==> src/rtl/alu_op_sequencer.sv <==
// alu_op_sequencer: hardwired T0..T6 control-step sequencer for R-type ALU
// instructions on a single-bus datapath. Fetch stalls on mem_ready, MUL/DIV
// take an extra HI writeback step. All outputs come straight from flops.
// Optional build macro: ALU_SEQ_R0_ZERO_EN (R0 becomes read-only).
module alu_op_sequencer #(
    parameter int unsigned          DATA_W     = 32,
    parameter int unsigned          REG_ADDR_W = 4,
    parameter int unsigned          OPCODE_W   = 5,
    parameter logic [OPCODE_W-1:0]  MUL_OP     = 5'b01111,
    parameter logic [OPCODE_W-1:0]  DIV_OP     = 5'b10000
) (
    input  logic                         clock,
    input  logic                         clear,
    input  logic                         start,
    input  logic                         mem_ready,
    input  logic [DATA_W-1:0]            bus_in,
    output logic                         PCout,
    output logic                         MARin,
    output logic                         incPC,
    output logic                         Zin,
    output logic                         ZLowOut,
    output logic                         ZHighOut,
    output logic                         PCin,
    output logic                         read,
    output logic                         MDRin,
    output logic                         MDRout,
    output logic                         IRin,
    output logic                         Yin,
    output logic                         HIin,
    output logic                         LOin,
    output logic [(2**REG_ADDR_W)-1:0]   reg_in,
    output logic [(2**REG_ADDR_W)-1:0]   reg_out,
    output logic [OPCODE_W-1:0]          alu_op,
    output logic                         busy,
    output logic                         done
);

    localparam int unsigned NUM_REGS = 2**REG_ADDR_W;
    // Only opcode + three register fields are kept; the low bus bits are don't-care
    localparam int unsigned IR_W     = OPCODE_W + 3*REG_ADDR_W;

    typedef enum logic [2:0] {
        S_IDLE = 3'd0,
        S_T0   = 3'd1,
        S_T1   = 3'd2,
        S_T2   = 3'd3,
        S_T3   = 3'd4,
        S_T4   = 3'd5,
        S_T5   = 3'd6,
        S_T6   = 3'd7
    } state_t;

    typedef struct packed {
        logic                pc_out;
        logic                mar_in;
        logic                inc_pc;
        logic                z_in;
        logic                z_low_out;
        logic                z_high_out;
        logic                pc_in;
        logic                rd;
        logic                mdr_in;
        logic                mdr_out;
        logic                ir_in;
        logic                y_in;
        logic                hi_in;
        logic                lo_in;
        logic [NUM_REGS-1:0] r_in;
        logic [NUM_REGS-1:0] r_out;
        logic [OPCODE_W-1:0] op;
        logic                bsy;
        logic                dne;
    } ctl_t;

    state_t            state;
    state_t            nxt_state;
    logic [IR_W-1:0]   ir;
    logic [IR_W-1:0]   nxt_ir;
    ctl_t              ctl_q;
    logic              is_muldiv_c;
    logic              unused_bus_low;

    assign unused_bus_low = ^bus_in[DATA_W-IR_W-1:0];

    // Output decode for one (state, instruction) pair; registered by the caller
    function automatic ctl_t decode(input state_t s, input logic [IR_W-1:0] instr);
        ctl_t                  c;
        logic [OPCODE_W-1:0]   opc;
        logic [REG_ADDR_W-1:0] ra;
        logic [REG_ADDR_W-1:0] rb;
        logic [REG_ADDR_W-1:0] rc;
        logic [NUM_REGS-1:0]   one;
        c   = '0;
        opc = instr[IR_W-1 -: OPCODE_W];
        ra  = instr[3*REG_ADDR_W-1 -: REG_ADDR_W];
        rb  = instr[2*REG_ADDR_W-1 -: REG_ADDR_W];
        rc  = instr[REG_ADDR_W-1:0];
        one = NUM_REGS'(1);
        c.bsy = (s != S_IDLE);
        case (s)
            S_T0: begin
                c.pc_out = 1'b1;
                c.mar_in = 1'b1;
                c.inc_pc = 1'b1;
                c.z_in   = 1'b1;
            end
            S_T1: begin
                c.z_low_out = 1'b1;
                c.pc_in     = 1'b1;
                c.rd        = 1'b1;
                c.mdr_in    = 1'b1;
            end
            S_T2: begin
                c.mdr_out = 1'b1;
                c.ir_in   = 1'b1;
            end
            S_T3: begin
                c.r_out = one << rb;
                c.y_in  = 1'b1;
            end
            S_T4: begin
                c.r_out = one << rc;
                c.z_in  = 1'b1;
                c.op    = opc;
            end
            S_T5: begin
                c.z_low_out = 1'b1;
                if (opc == MUL_OP || opc == DIV_OP) begin
                    c.lo_in = 1'b1;
                end else begin
                    c.r_in = one << ra;
`ifdef ALU_SEQ_R0_ZERO_EN
                    c.r_in[0] = 1'b0;
`endif
                    c.dne  = 1'b1;
                end
            end
            S_T6: begin
                c.z_high_out = 1'b1;
                c.hi_in      = 1'b1;
                c.dne        = 1'b1;
            end
            default: c = '0;
        endcase
        return c;
    endfunction

    assign is_muldiv_c = (ir[IR_W-1 -: OPCODE_W] == MUL_OP) ||
                         (ir[IR_W-1 -: OPCODE_W] == DIV_OP);

    // Next-state and instruction-latch logic; instruction is zeroed whenever IDLE
    always_comb begin
        nxt_state = state;
        nxt_ir    = ir;
        case (state)
            S_IDLE: if (start) nxt_state = S_T0;
            S_T0:   nxt_state = S_T1;
            S_T1:   if (mem_ready) nxt_state = S_T2;
            S_T2: begin
                nxt_state = S_T3;
                nxt_ir    = bus_in[DATA_W-1 -: IR_W];
            end
            S_T3:   nxt_state = S_T4;
            S_T4:   nxt_state = S_T5;
            S_T5:   nxt_state = is_muldiv_c ? S_T6 : S_IDLE;
            S_T6:   nxt_state = S_IDLE;
            default: nxt_state = S_IDLE;
        endcase
        if (nxt_state == S_IDLE) begin
            nxt_ir = '0;
        end
    end

    // State, instruction and output registers; clear drops everything to IDLE at once
    always_ff @(posedge clock or negedge clear) begin
        if (!clear) begin
            state <= S_IDLE;
            ir    <= '0;
            ctl_q <= '0;
        end else begin
            state <= nxt_state;
            ir    <= nxt_ir;
            ctl_q <= decode(nxt_state, nxt_ir);
        end
    end

    assign PCout    = ctl_q.pc_out;
    assign MARin    = ctl_q.mar_in;
    assign incPC    = ctl_q.inc_pc;
    assign Zin      = ctl_q.z_in;
    assign ZLowOut  = ctl_q.z_low_out;
    assign ZHighOut = ctl_q.z_high_out;
    assign PCin     = ctl_q.pc_in;
    assign read     = ctl_q.rd;
    assign MDRin    = ctl_q.mdr_in;
    assign MDRout   = ctl_q.mdr_out;
    assign IRin     = ctl_q.ir_in;
    assign Yin      = ctl_q.y_in;
    assign HIin     = ctl_q.hi_in;
    assign LOin     = ctl_q.lo_in;
    assign reg_in   = ctl_q.r_in;
    assign reg_out  = ctl_q.r_out;
    assign alu_op   = ctl_q.op;
    assign busy     = ctl_q.bsy;
    assign done     = ctl_q.dne;

endmodule

==> config.mk <==
export PLATFORM = sky130hd
export DESIGN_NAME = alu_op_sequencer
export DESIGN_NICKNAME = d
export VERILOG_FILES = /design/src/rtl/alu_op_sequencer.sv
export SDC_FILE = /design/constraint.sdc
export NUM_CORES = 1
export LEC_CHECK = 0
export BUFFER_PORTS_ARGS = -buffer_cell sky130_fd_sc_hd__buf_2
export CAP_MARGIN = 40
export CORE_UTILIZATION = 45
export CTS_CLUSTER_SIZE = 40
export DETAILED_ROUTE_END_ITERATION = 10
export PLACE_DENSITY = 0.72
export SLEW_MARGIN = 40
export SYNTH_ARGS = -nofsm -noshare
export SYNTH_HDL_FRONTEND = slang
export SYNTH_SLANG_ARGS = --single-unit
export TNS_END_PERCENT = 100
==> constraint.sdc <==
create_clock -name clock -period 2.65 [get_ports clock]
set_clock_uncertainty 0.05 [all_clocks]
set_input_delay 0.53 -clock clock [delete_from_list [all_inputs] [get_ports clock]]
set_output_delay 0.53 -clock clock [all_outputs]
set_load 0.05 [all_outputs]
==> metrics.md <==
| Metric | Value |
|---|---|
| Outcome | finished, final reports clean |
| GP Congestion | 0.791 |
| Synth Register Bits | 67 |
| Worst VDD drop | 743 µV |
| CP Launch Type | flip-flop |
| I/O Buffers | 73 |
| Core box area | 5960 µm² |
| Cell area after synthesis | 2780 µm² |
| Seq pwr share | 0.325 |
| Share of cells above drive strength 1 | 0.310 |
| Post-DR vias/cell | 5.25 |
| Slew Limit Headroom | 0.548 |
| Final setup fails | 0 |
| Reg area | 1680 µm² |
| Psw | 1.60 mW |
| Number of max-cap violations | 0 |
| Fin crit share | 0.843 |
| Die Height | 80.6 µm |
| Final ANT Viol Nets | 0 |
| Clock Sinks | 67 |
| DRC violations left | 0 |
| Io pins | 89 |
| Power density cells | 1160 nW/µm² |
| Comb power frac | 0.378 |
| Post-synthesis sequential area ratio | 0.603 |
| Placement Setup Slack | 0.426 ns |
| Hpwl dp | 4.35 mm |
| CTS max path bufs | 2 |
| Cell Int Power | 2.47 mW |
| Routed wire length | 6.06 mm |
| Critical Path AT | 2.40 ns |
| Fill cells | 539 |
| WP data required | 2.82 ns |
| CTS tree | done |
| Num rows | 28 |
| Post-synthesis cell count | 259 |
| DRT iter0 DRCs | 123 |
| Setup ws final | 0.416 ns |
| Crit end category | flip-flop |
| First-pass GRT wire length | 9.83 mm |
| Async SR Flop Fraction | 1.00 |
| Hold WC Path Type | primary input to async pin |
| CTS Hold Bufs | 0 |
| Slew Limit Fails | 0 |
| CP max FO | 8 |
| Clock-pin slew on the worst setup and hold paths | 0.07 ns |
| Pwr Total | 4.06 mW |
| Fin crit period | 2.23 ns |
| Clock power share | 0.297 |
| Vias in the first global route | 2108 |
| RSZ-0062 raised after global routing | false |
| Fmax | 0.448 GHz |
| Total CTS buffers | 9 |
| Die ar. | 6490 µm² |
| Antenna fix cells | 0 |
| Cells after DPL | 398 |
| Root Driver | clkbuf_8 |
| Syn Nets | 295 |
| Critical path class | flip-flop to flip-flop |
| First drt pass iteration count | 4 |
| Final #Nets | 370 |
| DR vias | 2174 |
| Area delta synth->final | 25.8% |
| Leak | 1.78 nW |
| GRT Util Overall | 0.209 |
| Setup TNS | 0 ns |
| Setup Fix Bufs, Post-CTS | 0 |
| Top FF cell, synth | dfrtp_1 |
| Synth unique cells | 44 |
| Gr ovfl total | 0 |
| Synth Area per Inst | 10.7 µm² |
| Wirelength per Cell | 14.6 µm |
| # resized after CTS | 0 |
| Clk_lat worst skew | 0.35 ns |
| CTS HTree Levels | 3 |
| Die width | 80.6 µm |
| Hold_ws | 0.155 ns |
| Initial antenna violation count | 0 |
| Initial Util | 0.467 |
| Largest net degree at the start of global routing | 40 |
| Sw Ratio | 0.393 |
| Slew @ Worst Pin | 0.673 ns |
| Fin cells | 414 |
| Total number of yosys warnings | 0 |
| Hold Vio Cnt, Final | 0 |
| Area taken by multi-input logic gates | 972 µm² |
| EDFF count, synth | 0 |
==> cells in the final DEF, fill, tap and decap left out, types with 2 or more instances in the layout <==
cell / synthesis / routed
o221ai_1: 2 / 2
nor2b_1: 3 / 3
mux2i_1: 8 / 8
nand2b_1: 2 / 2
nor4_1: 2 / 2
inv_1: 8 / 8
nand2_1: 28 / 28
nor3_1: 12 / 12
o21ai_1: 1 / 2
a211oi_1: 2 / 2
and3_1: 4 / 4
a22o_1: 2 / 2
nor3b_1: 4 / 4
a31oi_1: 7 / 7
buf_2: 3 / 73
o21ai_0: 6 / 5
nand3_1: 2 / 2
dfrtp_1: 67 / 67
bufinv_16: 0 / 5
mux2_2: 3 / 3
a21o_1: 3 / 3
buf_4: 6 / 6
clkbuf_8: 0 / 9
a21oi_1: 15 / 15
a32oi_1: 2 / 2
nor2_1: 38 / 38
nor4b_1: 6 / 6
==> logic make-up after synthesis <==
kind of cell,after synthesis,synth area share
and+or+nand+nor,111,0.207
buffers and inverters,25,0.0468
AOI/OAI and AO/OA,45,0.102
DFF,67,0.603
muxes,11,0.0410
==> cells in the mapped netlist, types with 3 or more instances <==
cell type,number,share of area
dfrtp_1,67,0.60
nor2_1,38,0.051
nand2_1,28,0.038
a21oi_1,15,0.027
nor3_1,12,0.022
inv_1,8,0.011
mux2i_1,8,0.029
a31oi_1,7,0.016
buf_4,6,0.016
nor4b_1,6,0.019
o21ai_0,6,0.011
and3_1,4,0.0090
clkbuf_1,4,0.0054
nor3b_1,4,0.011
a21o_1,3,0.0081
buf_2,3,0.0054
mux2_2,3,0.012
nor2b_1,3,0.0068
==> routing by layer <==
metal,GRT usage,share of wire
met1,0.249,0.43
met2,0.347,0.49
met3,0.0477,0.063
met4,0.118,0.023
met5,0,0
==> sequential cells by signal (all words and copies together), names as in the netlist, 3 cells and up <==
name	cells
state	3
reg_out	16
reg_in	16
alu_op	5
ir	17
==> final timing paths <==
| path | from | end | slack, ns | cells past startpoint |
|---|---|---|---|---|
| max | ir[13] | reg_out[2] | 0.42 | 5 |
| min | clear | MDRin | 0.15 | 1 |
| max reg2reg | ir[13] | reg_out[2] | 0.42 | 5 |
| min reg2reg | ir[9] | ir[9] | 0.50 | 2 |
| max in group asynchronous | clear | ir[0] | 1.77 | 2 |
| min in group clock | bus_in[17] | ir[2] | 0.37 | 3 |
==> per-stage QoR <==
stage,instance area (µm²),utilization
after global routing,3500,0.587
after CTS,3500,0.587
after floorplan,2780,-
after detailed placement,3210,0.539
final,3500,0.587
after global placement,3210,0.539
==> power by group through the flow <==
stage | Clock (mW) | Sequential, mW | Combinational (mW)
after detailed placement | 0 | 1.34 | 1.54
after global routing | 1.25 | 1.34 | 1.69
after global placement | 0 | 1.33 | 1.50
final | 1.21 | 1.32 | 1.54
after floorplan | 0 | 1.56 | 0.954
after CTS | 1.22 | 1.32 | 1.54
==> area by class of cell <==
| class | count | share of cell area |
|---|---|---|
| inverter | 9 | 0.0104 |
| clock inverter | 7 | 0.0469 |
| timing repair buffer | 80 | 0.123 |
| multi-input combinational | 167 | 0.278 |
| sequential | 67 | 0.479 |
| clock buffer | 9 | 0.0354 |
| tap | 75 | 0.0268 |
==> worst max-delay path: stages, from the launching register on <==
cell and delay [ns]:
dfrtp_1 0.42, or4b_1 0.56, o22ai_1 0.20, o21ai_1 0.28, o21ai_0 0.50, nor2_1 0.09
Power figures use the tool's default switching activity.
